===== src/rtl/midi_cc_param_bank_pkg.sv =====
// Shared types and constants for the MIDI CC parameter bank: message format, default CC bindings
// and power-on parameter values (MSB form, left-justified when the bank runs 14-bit).
package midi_cc_param_bank_pkg;

    typedef enum logic [3:0] {
        MsgNoteOff         = 4'h8,
        MsgNoteOn          = 4'h9,
        MsgPolyPressure    = 4'hA,
        MsgControlChange   = 4'hB,
        MsgProgramChange   = 4'hC,
        MsgChannelPressure = 4'hD,
        MsgPitchBend       = 4'hE,
        MsgSystem          = 4'hF
    } msg_type_e;

    typedef struct packed {
        msg_type_e  msg_type;
        logic [3:0] channel;
        logic [6:0] data_byte1;
        logic [6:0] data_byte2;
    } message_t;

    typedef logic [4:0] param_idx_t;

    typedef enum logic [0:0] {
        StIdle,
        StArmed
    } learn_state_e;

    localparam logic [6:0] CC_RESET_ALL  = 7'd121;
    localparam logic [6:0] CC_LSB_OFFSET = 7'd32;

    // Sized for the largest bank; smaller banks use the leading entries.
    localparam logic [6:0] DEFAULT_CC_MAP [32] = '{
        7'd1,  7'd2,  7'd5,  7'd7,  7'd10, 7'd11, 7'd12, 7'd13,
        7'd16, 7'd17, 7'd18, 7'd19, 7'd70, 7'd71, 7'd72, 7'd73,
        7'd75, 7'd76, 7'd77, 7'd78, 7'd79, 7'd80, 7'd81, 7'd82,
        7'd83, 7'd84, 7'd85, 7'd86, 7'd87, 7'd88, 7'd89, 7'd90
    };

    localparam logic [6:0] DEFAULT_VALUES [32] = '{
        7'd0,  7'd10, 7'd20, 7'd50, 7'd64, 7'd64, 7'd0,  7'd127,
        7'd64, 7'd32, 7'd0,  7'd0,  7'd64, 7'd96, 7'd64, 7'd5,
        7'd0,  7'd0,  7'd0,  7'd0,  7'd0,  7'd0,  7'd0,  7'd0,
        7'd0,  7'd0,  7'd0,  7'd0,  7'd0,  7'd0,  7'd0,  7'd0
    };

endpackage


===== src/rtl/param_change_arbiter.sv =====
// Pending-change bitmap with lowest-index-first valid/ready notification.
// New changes win over a same-cycle pop of the same index; repeated changes coalesce.
module param_change_arbiter #(
    parameter int unsigned NUM_PARAMS = 16,
    parameter int unsigned IDX_W      = (NUM_PARAMS > 1) ? $clog2(NUM_PARAMS) : 1
) (
    input  logic                  clock_50_000_000,
    input  logic                  reset_l,
    input  logic [NUM_PARAMS-1:0] set_mask,
    input  logic                  set_all,
    input  logic                  change_ready,
    output logic                  change_valid,
    output logic [IDX_W-1:0]      change_index
);

    logic [NUM_PARAMS-1:0] pending_q, pending_d;
    logic [NUM_PARAMS-1:0] pop_mask;

    always_comb begin
        change_index = '0;
        for (int i = int'(NUM_PARAMS) - 1; i >= 0; i--) begin
            if (pending_q[i]) begin
                change_index = IDX_W'(i);
            end
        end
        change_valid = |pending_q;

        pop_mask = '0;
        if (change_valid && change_ready) begin
            pop_mask[change_index] = 1'b1;
        end

        if (set_all) begin
            pending_d = '1;
        end else begin
            pending_d = (pending_q & ~pop_mask) | set_mask;
        end
    end

    always_ff @(posedge clock_50_000_000 or negedge reset_l) begin
        if (!reset_l) begin
            pending_q <= '0;
        end else begin
            pending_q <= pending_d;
        end
    end

endmodule


===== src/rtl/midi_cc_param_bank.sv =====
// MIDI Control-Change to parameter-register mapper with channel filter and optional 14-bit values.
// Define MIDI_CC_LEARN_EN to add runtime CC rebinding (learn_req/learn_index/learn_busy).
module midi_cc_param_bank
    import midi_cc_param_bank_pkg::*;
#(
    parameter int unsigned NUM_PARAMS = 16,
    parameter int unsigned VALUE_W    = 7,
    parameter int unsigned IDX_W      = (NUM_PARAMS > 1) ? $clog2(NUM_PARAMS) : 1
) (
    input  logic                                clock_50_000_000,
    input  logic                                reset_l,
    input  message_t                            message,
    input  logic                                message_ready,
    input  logic [15:0]                         channel_mask,
    output logic [NUM_PARAMS-1:0][VALUE_W-1:0]  param_values,
    output logic                                change_valid,
    output logic [IDX_W-1:0]                    change_index,
    input  logic                                change_ready
`ifdef MIDI_CC_LEARN_EN
    ,
    input  logic                                learn_req,
    input  logic [IDX_W-1:0]                    learn_index,
    output logic                                learn_busy
`endif
);

    localparam int unsigned SHIFT = VALUE_W - 7;
    localparam bit          WIDE  = (VALUE_W == 14);

    logic [NUM_PARAMS-1:0][6:0]         cc_map;
    logic [NUM_PARAMS-1:0][6:0]         default_map;
    logic [NUM_PARAMS-1:0][VALUE_W-1:0] default_values;
    logic [NUM_PARAMS-1:0][VALUE_W-1:0] values_q, values_d;

    logic               lsb_valid_q, lsb_valid_d;
    logic [IDX_W-1:0]   lsb_idx_q, lsb_idx_d;

    logic               accept, is_reset_all, is_lsb, is_msb, hit;
    logic [6:0]         cc_num, cc_key, data;
    logic [IDX_W-1:0]   hit_idx;
    logic [VALUE_W-1:0] msb_value;

    logic                  learn_take;
    logic [IDX_W-1:0]      learn_target;
    logic [NUM_PARAMS-1:0] set_mask;
    logic                  set_all;

    for (genvar g = 0; g < NUM_PARAMS; g++) begin : g_defaults
        assign default_values[g] = VALUE_W'(DEFAULT_VALUES[g]) << SHIFT;
        assign default_map[g]    = DEFAULT_CC_MAP[g];
    end

    always_comb begin
        cc_num       = message.data_byte1;
        data         = message.data_byte2;
        accept       = message_ready && (message.msg_type == MsgControlChange) &&
                       channel_mask[message.channel];
        is_reset_all = accept && (cc_num == CC_RESET_ALL);
        // In 14-bit mode CC 32..63 carry the LSB of the parameter bound to CC-32.
        is_lsb       = WIDE && (cc_num[6:5] == 2'b01);
        is_msb       = WIDE && (cc_num[6:5] == 2'b00);
        cc_key       = is_lsb ? (cc_num - CC_LSB_OFFSET) : cc_num;
        msb_value    = VALUE_W'(data) << SHIFT;

        hit     = 1'b0;
        hit_idx = '0;
        for (int i = int'(NUM_PARAMS) - 1; i >= 0; i--) begin
            if (cc_map[i] == cc_key) begin
                hit     = 1'b1;
                hit_idx = IDX_W'(i);
            end
        end
    end

`ifdef MIDI_CC_LEARN_EN
    learn_state_e               learn_state_q, learn_state_d;
    logic [IDX_W-1:0]           learn_idx_q, learn_idx_d;
    logic [NUM_PARAMS-1:0][6:0] cc_map_q, cc_map_d;

    always_comb begin
        learn_state_d = learn_state_q;
        learn_idx_d   = learn_idx_q;
        cc_map_d      = cc_map_q;
        learn_take    = 1'b0;
        unique case (learn_state_q)
            StIdle: begin
                if (learn_req) begin
                    learn_state_d = StArmed;
                    learn_idx_d   = learn_index;
                end
            end
            StArmed: begin
                if (accept && !is_reset_all && !is_lsb) begin
                    learn_take            = 1'b1;
                    cc_map_d[learn_idx_q] = cc_num;
                    learn_state_d         = StIdle;
                end
            end
        endcase
    end

    always_ff @(posedge clock_50_000_000 or negedge reset_l) begin
        if (!reset_l) begin
            learn_state_q <= StIdle;
            learn_idx_q   <= '0;
            cc_map_q      <= default_map;
        end else begin
            learn_state_q <= learn_state_d;
            learn_idx_q   <= learn_idx_d;
            cc_map_q      <= cc_map_d;
        end
    end

    assign learn_busy   = (learn_state_q == StArmed);
    assign learn_target = learn_idx_q;
    assign cc_map       = cc_map_q;
`else
    assign learn_take   = 1'b0;
    assign learn_target = '0;
    assign cc_map       = default_map;
`endif

    always_comb begin
        values_d    = values_q;
        set_mask    = '0;
        set_all     = 1'b0;
        lsb_valid_d = lsb_valid_q;
        lsb_idx_d   = lsb_idx_q;

        if (is_reset_all) begin
            values_d    = default_values;
            set_all     = 1'b1;
            lsb_valid_d = 1'b0;
        end else if (learn_take) begin
            values_d[learn_target] = msb_value;
            set_mask[learn_target] = 1'b1;
            if (is_msb) begin
                lsb_valid_d = 1'b1;
                lsb_idx_d   = learn_target;
            end
        end else if (accept && hit) begin
            if (is_lsb) begin
                // LSB only pairs with the most recent MSB, and only for that same parameter.
                if (lsb_valid_q && (lsb_idx_q == hit_idx)) begin
                    values_d[hit_idx][6:0] = data;
                    set_mask[hit_idx]      = 1'b1;
                end
            end else begin
                values_d[hit_idx] = msb_value;
                set_mask[hit_idx] = 1'b1;
                if (is_msb) begin
                    lsb_valid_d = 1'b1;
                    lsb_idx_d   = hit_idx;
                end
            end
        end
    end

    always_ff @(posedge clock_50_000_000 or negedge reset_l) begin
        if (!reset_l) begin
            values_q    <= default_values;
            lsb_valid_q <= 1'b0;
            lsb_idx_q   <= '0;
        end else begin
            values_q    <= values_d;
            lsb_valid_q <= lsb_valid_d;
            lsb_idx_q   <= lsb_idx_d;
        end
    end

    assign param_values = values_q;

    param_change_arbiter #(
        .NUM_PARAMS (NUM_PARAMS),
        .IDX_W      (IDX_W)
    ) u_arbiter (
        .clock_50_000_000 (clock_50_000_000),
        .reset_l          (reset_l),
        .set_mask         (set_mask),
        .set_all          (set_all),
        .change_ready     (change_ready),
        .change_valid     (change_valid),
        .change_index     (change_index)
    );

endmodule

===== config.mk =====
export PLATFORM = sky130hd
export DESIGN_NAME = midi_cc_param_bank
export DESIGN_NICKNAME = d
export VERILOG_FILES = /design/src/rtl/midi_cc_param_bank_pkg.sv /design/src/rtl/param_change_arbiter.sv /design/src/rtl/midi_cc_param_bank.sv
export SDC_FILE = /design/constraint.sdc
export NUM_CORES = 1
export LEC_CHECK = 0
export CAP_MARGIN = 30
export CORE_MARGIN = 10
export CORE_UTILIZATION = 31
export DETAILED_ROUTE_END_ITERATION = 12
export DONT_BUFFER_PORTS = 1
export GPL_TIMING_DRIVEN = 1
export SLEW_MARGIN = 10
export SYNTH_ARGS = -nofsm -noshare
export SYNTH_HDL_FRONTEND = slang
export SYNTH_SLANG_ARGS = --single-unit

===== constraint.sdc =====
create_clock -name clock_50_000_000 -period 1.95 [get_ports clock_50_000_000]
set_clock_uncertainty 0.05 [all_clocks]
set_input_delay 0.195 -clock clock_50_000_000 [delete_from_list [all_inputs] [get_ports clock_50_000_000]]
set_output_delay 0.195 -clock clock_50_000_000 [all_outputs]
set_load 0.05 [all_outputs]

# After elaboration in Yosys (flattened, before gate mapping)
# Index checks and enable logic that the tools add are counted.
op_classes:
  add_sub_neg: 0
  n_mul: 0
  div: 0
  n_lt_le_gt_ge: 5
  n_eq_ne: 18
  shifts: 0
  mux: 64
  n_bitwise: 3
  n_reduce_logical: 9
op_table:
  columns: ["op", "count"]
  rows:
  - ["$mux W112", 2]
  - ["$mux W4", 32]
  - ["$bwmux W112", 1]
  - ["$mux W16", 4]
  - ["$demux W7 S4", 1]
  - ["$eq A4 B7 Y1 const A", 4]
  - ["$eq A5 B7 Y1 const A", 4]
  - ["$eq A7 B7 Y1 const A", 4]
  - ["$mux W1", 20]
  - ["$and A16 B16 Y16", 1]
  - ["$not A16 Y16", 1]
  - ["$or A16 B16 Y16", 1]
  - ["$reduce_or A16 Y1", 1]
  - ["$lt A4 B5 Y1 const B", 3]
  - ["$eq A3 B7 Y1 const A", 2]
  - ["$demux W1 S4", 2]
  - ["$ge A4 B1 Y1 const B", 2]
  - ["$eq A1 B7 Y1 const A", 1]
  - ["$eq A2 B7 Y1 const A", 1]
  - ["$eq A7 B7 Y1 const B", 1]
  - ["$logic_and A1 B1 Y1", 7]
  - ["$mux W7", 1]
  - ["$bmux W1 S4", 1]
  - ["$eq A4 B4 Y1 const B", 1]
  - ["$reduce_bool A2 Y1", 1]
word_totals:
  ff_bits: 128
  latchBits: 0
  mem_bits_rw: 0
  mem_bits_ro: 0
  in_bits: 42
  output_inout_bits: 117
  elab_cells: 116
  memories: 0

# Depth between registers and ports, before layout
# Gate-level depths: netlist (run 1).
depth:
  word_depth: 25
  ltp_mapped: 10
  ltp_nobuf: 7

# Hierarchy
# From an unflattened synthesis (run 1), not the netlist that was laid out.
unflattened:
  cells_unflattened: 614
  hier_area_um2: 6302.3
by_module_without_submodules:
  columns: ["module", "instances", "cells_each", "area_per_inst_um2", "seq_area_each_um2"]
  rows:
  - ["midi_cc_param_bank", 1, 503, 5360.1, 2832.7]
  - ["param_change_arbiter", 1, 111, 942.2, 400.4]

# Worst setup path after synthesis (run 1)
# OpenSTA, ideal clock, no wires.
synth_timing:
  path_type: "reg-to-output"
  startpoint: "register u_arbiter.pending_q[0]"
  endpoint: "output port change_index[2]"
  arrival_ns: 2.121
  required_time_ns: 1.705
  path_slack_ns: -0.416
  stages_incl_launch_ff: 3
  path_buffers: 0
  cell_sequence: "dfrtp_1 -> nor4_1 -> a21boi_0"
synth_via:
  elab_chain_len: 1
synth_rtl:
  columns: ["element", "line_no", "rtl"]
  rows:
  - ["start: declaration", "param_change_arbiter.sv:16", "logic [NUM_PARAMS-1:0] pending_q, pending_d;"]
  - ["start signal: assignment", "param_change_arbiter.sv:44", "pending_q <= pending_d;"]
  - ["$mux W4", "param_change_arbiter.sv:22", "if (pending_q[i]) begin"]
  - ["end: declaration", "midi_cc_param_bank.sv:17", "output logic [IDX_W-1:0] change_index,"]
# No other way between the ends.

# Final worst setup path (run 1)
layout_timing:
  startpoint: "register u_arbiter.pending_q[7]"
  endpoint: "output port change_index[1]"
layout_via:
  elab_chain_len: 8
layout_rtl:
  columns: ["element", "line_no"]
  rows:
  - ["$mux W4 (8 in a row)", "param_change_arbiter.sv:22"]
# No other way between the ends.

==> reports/results.ini, run 1 <==
[timing]
final-setup-viol-count = 10
worst_slack_ns = -0.279
timing.fmax_mhz = 449
rsz0062_at_grt = yes
period_share_pct = 114
relSlewSlack_pct = 34.7
hold_viol = 128
timing.hold.ws_ns = -0.591
drv_slew = 0
tightest_slew_ns = 0.976
period_needed_ns = 2.23

[final_layout]
num_antenna_cells = 0
nets = 675
final_layout_size_suffix_gt1_share_pct = 27.6
fin_cells = 916
postLayoutCoreUtil_pct = 39.9
syn_to_final_growth_pct = 27.1

[setup_path]
reg2reg_to = u_arbiter.pending_q[4]
critPathKind = register to output pin
cp_data_arrival_time_ns = 1.98
cp.required_ns = 1.70
reg2reg_from = u_arbiter.pending_q[7]
start_kind = register
reg2regPathDepth = 9
reg2reg_slack_ns = -0.14
critPathMaxFanout = 4
end_kind = output pin

[global_routing]
grt_usage_pct = 15.3
grt_pass1_wl_mm = 31.1
antenna_found_initial = 1
first_global_vias = 4956
gr-total-overflow = 0
grt_max_degree = 129

[floorplanning]
die_w_microns = 163
start_util_pct = 31.3
coreArea_sq_mm = 0.0201
die-area_sq_mm = 0.0264
die_h_microns = 163
rows = 52
ios = 159

[logic_synthesis]
yosys_register_bits = 128
synth_edf_count = 0
yosysWarnings = 0
synth_fp_nets = 616
synthFlopType = dfrtp_1
synth_seq_area_share_pct = 51.3
synth_cell_types = 60
post_synth.cell_area_avg_sq_um = 11.0
syn_inst = 574
synth.largest_area_cell = dfrtp_1
syn_area_sq_mm = 0.00630
async_flop_share_pct = 100
synth_top_area_share_pct = 41.3
netlist_top_cells_area = dfrtp_1 (41%), mux2i_1 (18%), dfstp_2 (10%)

[clock_tree]
worstSkewPairLatency_ns = 0.43
cts_tree = done
cts-root-buf = clkbuf_16
clock_path_buffers = 2
postCtsHoldBufs = 8
numCtsBuffers = 17
htreeDepth = 4
clkTransAtPathRegs_ns = 0.06
cts.sinks = 128

[routing]
vias = 4674
vias_per_cell = 5.10
drc_errors = 0
drt_iter0_markers = 322
routed_wl_mm = 20.4
wl_per_cell_microns = 22.2
first_pass_iters = 4
antenna_left = 0

[run]
cap_violations = 0

[power]
p_leak_uw = 0.00432
vdd_drop_max_uv = 573
powerDensity_mw_per_mm2 = 822

[status]
violations = negative hold slack, negative setup slack
status = finished with violations

[place]
dp_slack_ns = -0.135
dp_cells = 865
finalWeightedCongestion = 0.834
hpwlAfterDp_mm = 14.3
port_buffers = 0

[hold_path]
hold_class = input pin to asynchronous set/reset pin

## worst max-delay path by stage
stage | start | endpoint | slack [ns] | cells past startpoint
final | u_arbiter.pending_q[7] | change_index[1] | -0.28 | 6
after CTS | u_arbiter.pending_q[6] | change_index[1] | -0.27 | 6
after global routing | u_arbiter.pending_q[6] | change_index[0] | -0.34 | 8
after floorplan | message[12] | param_values[42] | -0.10 | 9
after global placement | message[13] | param_values[92] | -0.10 | 7
after detailed placement | message[13] | param_values[5] | -0.14 | 6
## final cells by class
| cell class | instances | area (sq um) |
|---|---|---|
| fillers | 1900 | 12100 |
| flip-flops and latches | 128 | 3240 |
| multi-input cells | 400 | 2990 |
| repair buffers | 77 | 798 |
| clock buffers | 17 | 425 |
| well taps | 270 | 338 |
| clock inverters | 15 | 190 |
| inverters | 9 | 37.5 |
## layout by cell type (no fill, tap or decap), types with 3 or more instances in the layout
cell and instances:
o31ai_1 5, buf_6 4, dlygate4sd3_1 8, a211o_1 3, dfrtp_1 102, buf_12 13, o2111ai_2 5, nor2b_1 5
buf_8 3, o2111ai_4 3, mux2i_1 111, and4_1 3, a21oi_1 7, dfstp_2 24, inv_6 5, nand2b_1 5
nand3_1 20, nor2_2 4, inv_8 4, o21ai_2 3, o211ai_1 3, clkbuf_16 17, and2_1 3, o31ai_4 5
or3_1 3, o31ai_2 3, o21ai_0 6, nor3_1 8, nor2_1 92, buf_4 49, nand2_1 50, o211ai_4 4
inv_1 7, nand4_1 4
## per-stage QoR
step | hold slack [ns] | power [uW] | area, sq um | setup TNS (ns)
floorplan | -0.151 | 3100 | 6360 | -4.20
global placement | -0.146 | 3180 | 7050 | -4.45
detailed placement | -0.146 | 3180 | 7050 | -6.91
CTS | -0.600 | 6620 | 7850 | -1.17
global route | -0.612 | 6830 | 8010 | -2.07
finish | -0.591 | 6590 | 8010 | -1.19
## power by group
group	internal (uW)	switching (uW)	leakage [uW]
Clock	1950	1370	0.000300
Sequential	2690	110	0.00170
Combinational	190	278	0.00232
Total	4830	1750	0.00432
## metal layers
| layer | track usage (%) | share of wire [%] |
|---|---|---|
| met1 | 17.6 | 40 |
| met2 | 24.8 | 49 |
| met3 | 7.48 | 10 |
| met4 | 4.84 | 1.1 |
| met5 | 0 | 0.064 |
## cells in the mapped netlist (4+ instances only)
| cell type | number |
|---|---|
| o31ai_1 | 13 |
| nand2_1 | 51 |
| dfstp_2 | 24 |
| clkbuf_1 | 18 |
| nand2b_1 | 5 |
| buf_6 | 5 |
| buf_4 | 4 |
| o21ai_0 | 9 |
| nor3_1 | 10 |
| nor2b_1 | 6 |
| o2111ai_2 | 5 |
| mux2i_1 | 111 |
| nand4_1 | 4 |
| dfrtp_1 | 104 |
| nor2_1 | 95 |
| a21oi_1 | 8 |
| nand3_1 | 20 |
| inv_1 | 9 |
| buf_2 | 10 |
| or3_1 | 4 |
| o211ai_4 | 4 |
## state kept, by name, indices dropped and copies added, names as in the netlist
signal               count
param_values           112
u_arbiter.pending_q     16
## timing repair
action,CTS,global route
endpoints found under the setup margin,12,17
resized for setup,12,28
hold endpoints to repair,241,128
pin swaps,3,6
buffers inserted,8,3
## kinds of logic after synthesis
| kind of cell | after synthesis | synth area share, % |
|---|---|---|
| buf+inv | 46 | 3.77 |
| mux | 111 | 17.6 |
| simple gates | 218 | 16.3 |
| xor+xnor | 2 | 0.278 |
| flops | 128 | 51.3 |
| compound gates | 69 | 10.8 |
## critical path, cell delays in order (launching register included)
cell	delay, ns
dfrtp_2	0.45
or4_4	0.50
a21o_1	0.18
nand2_2	0.09
clkinvlp_4	0.10
buf_6	0.12
buf_8	0.14
No activity file was read; power rests on OpenSTA's default activity.
==> inputs of run 2 (changes only) <==
--- a/config.mk
+++ b/config.mk
@@ -5,11 +5,11 @@
 export SDC_FILE = /design/constraint.sdc
 export NUM_CORES = 1
 export LEC_CHECK = 0
+export BUFFER_PORTS_ARGS = -buffer_cell sky130_fd_sc_hd__clkbuf_2
 export CAP_MARGIN = 30
 export CORE_MARGIN = 10
 export CORE_UTILIZATION = 31
 export DETAILED_ROUTE_END_ITERATION = 12
-export DONT_BUFFER_PORTS = 1
 export GPL_TIMING_DRIVEN = 1
 export SLEW_MARGIN = 10
 export SYNTH_ARGS = -nofsm -noshare
==> run 2 against run 1 <==
Net effect:
- the flow finishes with violations (negative setup slack)
- clock power shrank 12%
- global-route usage shrank 0.34 points
- setup slack gained 0.076 ns
- power shrank 3.3%
- routed wire length grew 1.2%
- sequential cell count is the same
- sequential share of layout area shrank 4.7 points
- non-clock buffer count grew 184
- design area grew 13%
- cell count grew 20%
- clock-buffer cell count grew 1
- utilization grew 5.2 points
==> reports/results.ini, run 2 (synthesis results as in run 1) <==
[clock_tree]
cts_tree = done
numCtsBuffers = 17
clkTransAtPathRegs_ns = 0.06
htreeDepth = 4
cts-root-buf = clkbuf_16
worstSkewPairLatency_ns = 0.42
clock_path_buffers = 2
cts.sinks = 128

[routing]
vias_per_cell = 4.81
routed_wl_mm = 20.6
drc_errors = 0
wl_per_cell_microns = 18.7
vias = 5298
drt_iter0_markers = 290
first_pass_iters = 4
antenna_left = 0

[floorplanning]
die_h_microns = 163
ios = 159
rows = 52
coreArea_sq_mm = 0.0201
start_util_pct = 31.3
die-area_sq_mm = 0.0264
die_w_microns = 163

[power]
total_power_uw = 6370
vdd_drop_max_uv = 575
p_leak_uw = 0.00517
powerDensity_mw_per_mm2 = 703

[setup_path]
path_cells = or4_4 -> a21o_1 -> nand2_2 -> clkinvlp_4 -> clkbuf_16
cp_data_arrival_time_ns = 1.91
critPathSlowestCell = or4_4
cp_top_family = simple AND/OR/NAND/NOR gates
critPathMaxFanout = 3
critPathKind = register to output pin
start_kind = register
slowest_delay_ns = 0.53
end_kind = output pin
cp.required_ns = 1.70
worst-path-buf-inv = 2

[timing]
period_share_pct = 110
final-setup-viol-count = 11
relSlewSlack_pct = 54.6
hold_viol = 0
tns_ns = -0.872
tightest_slew_ns = 0.678
period_needed_ns = 2.15
rsz0062_at_grt = yes
worst_slack_ns = -0.202
timing.fmax_mhz = 465
drv_slew = 0
timing.hold.ws_ns = 0.110

[place]
hpwlAfterDp_mm = 14.6
post_dp_cell_area_sq_mm = 0.00810
finalWeightedCongestion = 0.833
port_buffers = 158

[final_layout]
final_layout_size_suffix_gt1_share_pct = 44.6
largest_reg_flops = 112
final_common_cell = clkbuf_2
syn_to_final_growth_pct = 43.6
fin_area_sq_mm = 0.00905
nets = 860
layout_common_cells = clkbuf_2 (152), mux2i_1 (111), dfrtp_1 (103), nor2_1 (91), buf_4 (83)
postLayoutCoreUtil_pct = 45.0
num_antenna_cells = 0
n_fill_cell = 1896

[hold_path]
hold_class = input pin to register

[global_routing]
antenna_found_initial = 0
grt_pass1_wl_mm = 31.4
first_global_vias = 5485
grt_max_degree = 40
gr-total-overflow = 0
grt_usage_pct = 15.0

[status]
violations = negative setup slack
status = finished with violations

[run]
cap_violations = 0

[run 2: cell type report]
cell class	instances	area, sq um	share of cell area [%]
Tap cell	270	338	3.73
Sequential cell	128	3230	35.7
Clock inverter	14	108	1.19
Multi-Input combinational cell	401	3050	33.7
Clock buffer	18	429	4.74
Inverter	9	37.5	0.415
Timing Repair Buffer	261	1860	20.5
[run 2: worst paths after layout]
path / start / endpoint / slack (ns) / cells after the start
setup / recovery: u_arbiter.pending_q[6] / change_index[1] / -0.20 / 5
hold / removal: change_ready / u_arbiter.pending_q[0] / 0.11 / 3
setup reg to reg: u_arbiter.pending_q[6] / u_arbiter.pending_q[12] / -0.10 / 8
hold reg to reg: param_values[41] / param_values[41] / 0.43 / 2
max in group asynchronous: reset_l / param_values[41] / 0.90 / 3
min in group asynchronous: reset_l / param_values[86] / 0.26 / 2
[run 2: worst register-to-register path, delay by kind of cell (launching register included)]
kind | cells | cell delay, ns
compound gates | 2 | 0.37
flops | 1 | 0.42
buf+inv | 3 | 0.40
simple gates | 3 | 0.71
[run 2: stage by stage]
step                setup slack [ns]  cells
finish                        -0.202   1101
global route                  -0.255   1101
global placement              -0.280   1051
floorplan                     -0.103    574
detailed placement            -0.301   1051
CTS                           -0.211   1091
[run 2: report_power, final]
group | total, uW | switching, uW | internal, uW
sequential | 2710 | 20.3 | 2690
combinational | 726 | 466 | 259
clock | 2930 | 1280 | 1640
[run 2: what timing repair did]
item	CTS	global route
cloned	0	1
hold endpoints to repair	33	0
pin swaps	4	7
resized for setup	17	36
hold buffers	1	0
setup endpoints to repair	6	21
buffers inserted	7	9
[run 2: routing by layer]
layer,vias to the layer above,GRT usage (%),wire length [microns]
met2,147,23.5,9600
met1,2610,19.4,9350
li1,2522,-,-
met4,0,4.26,282
met3,19,4.93,1380
met5,-,0,0
==> inputs of run 3 (changes only) <==
--- a/config.mk
+++ b/config.mk
@@ -8,9 +8,10 @@
 export BUFFER_PORTS_ARGS = -buffer_cell sky130_fd_sc_hd__clkbuf_2
 export CAP_MARGIN = 30
 export CORE_MARGIN = 10
-export CORE_UTILIZATION = 31
+export CORE_UTILIZATION = 50
 export DETAILED_ROUTE_END_ITERATION = 12
 export GPL_TIMING_DRIVEN = 1
+export PLACE_DENSITY = 0.76
 export SLEW_MARGIN = 10
 export SYNTH_ARGS = -nofsm -noshare
 export SYNTH_HDL_FRONTEND = slang
==> constraint.sdc (replaced) <==
create_clock -name clock_50_000_000 -period 2.6 [get_ports clock_50_000_000]
set_clock_uncertainty 0.05 [all_clocks]
set_input_delay 0.26 -clock clock_50_000_000 [delete_from_list [all_inputs] [get_ports clock_50_000_000]]
set_output_delay 0.26 -clock clock_50_000_000 [all_outputs]
set_load 0.05 [all_outputs]
==> run 3 against run 2 <==
Net effect:
- critical endpoint unchanged
- the run now ends clean
- die area decreased by 34%
- highest routed layer unchanged
- power fell by 26%
- cell count decreased by 17%
==> reports/results.ini, run 3 (synthesis results as in run 1) <==
[clock_tree]
worstSkewPairLatency_ns = 0.41
clkTransAtPathRegs_ns = 0.06
clock_path_buffers = 2
cts-root-buf = clkbuf_16
numCtsBuffers = 17
postCtsSetupRepairBufs = 0
cts.sinks = 128
htreeDepth = 4
cts_tree = done

[setup_path]
critPathMaxFanout = 7
cp_top_family = simple AND/OR/NAND/NOR gates
worst-path-buf-inv = 2
start_kind = register
slowest_delay_ns = 0.54
cp.required_ns = 2.29
reg2regPathDepth = 6
cp_data_arrival_time_ns = 2.14
path_cells = or4_1 -> a21o_1 -> nand2_1 -> inv_2 -> buf_2
critPathKind = register to output pin
reg2reg_to = u_arbiter.pending_q[9]
critPathSlowestCell = or4_1
end_kind = output pin
reg2reg_slack_ns = 0.49
reg2reg_from = u_arbiter.pending_q[7]

[run]
cap_violations = 0

[floorplanning]
rows = 40
ios = 159
die-area_sq_mm = 0.0175
die_w_microns = 132
start_util_pct = 51.8
coreArea_sq_mm = 0.0122
die_h_microns = 132

[routing]
wl_per_cell_microns = 20.0
vias = 5108
drt_iter0_markers = 411
antenna_left = 0
routed_wl_mm = 18.4
drc_errors = 0
vias_per_cell = 5.56
first_pass_iters = 5

[global_routing]
grt_util_met2_pct = 33.1
antenna_found_initial = 0
grt-busiest-layer = met2
first_global_vias = 5310
grt_max_degree = 58
use_met1_pct = 25.7
grt_util_met3_pct = 8.88
gr-total-overflow = 0
grt_usage_pct = 20.9
grt_pass1_wl_mm = 29.6

[final_layout]
syn_to_final_growth_pct = 25.3
num_antenna_cells = 0
nets = 780
largest_reg_flops = 112
final_common_cell = clkbuf_2
layout_common_cells = clkbuf_2 (156), mux2i_1 (111), dfrtp_1 (104), nor2_1 (95), nand2_1 (51)
final_layout_size_suffix_gt1_share_pct = 34.9
fin_cells = 919

[power]
p_switching_uw = 1170
seqPwrFrac_pct = 43.4
p_clk_share_pct = 47.8
powerDensity_mw_per_mm2 = 594
p_int_uw = 3520
comb_power_share_pct = 8.8
vdd_drop_max_uv = 521
p_leak_uw = 0.00470
swShare_pct = 25.0

[place]
finalWeightedCongestion = 0.887
dp_slack_ns = -0.0151
dp_cells = 886
port_buffers = 158
hpwlAfterDp_mm = 13.2

[hold_path]
whs_path_depth = 3
worstHoldStart = change_ready
worstHoldEndpoint = u_arbiter.pending_q[0]
hold_class = input pin to register

[timing]
period_needed_ns = 2.45
final-setup-viol-count = 0
period_share_pct = 94.3
tightest_slew_ns = 0.768
relSlewSlack_pct = 48.8
worst_slack_ns = 0.147
timing.fmax_mhz = 408
hold_viol = 0
drv_slew = 0
rsz0062_at_grt = no

[status]
status = finished clean

[run 3: changes by cell type in the layout (fill, tap and decap cells not counted), moves of 3 or more]
cell / delta
buf_4: -63
buf_12: -14
o31ai_1: +11
o31ai_4: -7
clkbuf_2: +4
nor2_1: +4
o31ai_2: -4
buf_6: -3
buf_8: -3
clkbuf_8: +3
inv_6: -3
[run 3: per-layer routing]
layer | up-vias | wire (microns)
met4 | 0 | 289
met3 | 27 | 1480
met1 | 2546 | 7770
li1 | 2363 | -
met5 | - | 0
met2 | 172 | 8830
[run 3: area by class of cell]
type / instances / area (sq um)
fillers: 957 / 4270
flip-flops and latches: 128 / 3230
multi-input cells: 400 / 2830
repair buffers: 182 / 1030
clock buffers: 23 / 478
well taps: 168 / 210
clock inverters: 9 / 82.6
inverters: 9 / 33.8
[run 3: worst max-delay path by stage]
stage | to | slack (ns) | cells past startpoint | startpoint
final | change_index[1] | 0.15 | 5 | u_arbiter.pending_q[7]
after global routing | change_index[0] | 0.03 | 6 | u_arbiter.pending_q[14]
after CTS | change_index[1] | 0.07 | 5 | u_arbiter.pending_q[7]
after detailed placement | param_values[56] | -0.02 | 7 | message[13]
after global placement | param_values[10] | 0.09 | 7 | message[14]
after floorplan | change_index[2] | 0.17 | 2 | u_arbiter.pending_q[0]
[run 3: repair_timing]
action / 4_1_cts / 5_1_grt
gates resized for setup: 0 / 2
endpoints found under the hold margin: 31 / 0
hold buffers: 1 / 0
setup endpoints to repair: 0 / 1
[run 3: power groups by stage]
stage / clock, uW / sequential [uW] / combinational (uW)
after floorplan: 0 / 2130 / 189
after global placement: 0 / 2070 / 407
after detailed placement: 0 / 2070 / 412
after CTS: 2270 / 2040 / 415
after global routing: 2380 / 2040 / 448
final: 2240 / 2040 / 414
[run 3: tightest hold or removal path, cell delays in order]
cell and delay (ns):
clkbuf_2 0.10, inv_1 0.10, a211o_1 0.13
[run 3: through the flow]
step           area (sq um)  power (uW)  TNS [ns]  util (%)  hold WS (ns)
4_1_cts                7900        4720         0      64.9         0.145
5_1_grt                7900        4860         0      64.9         0.161
6_report               7900        4690         0      64.9         0.158
3_3_place_gp           7330        2480         0      60.2         0.254
2_1_floorplan          6300        2320         0         -       -0.0856
3_5_place_dp           7330        2480   -0.0376      60.2         0.264
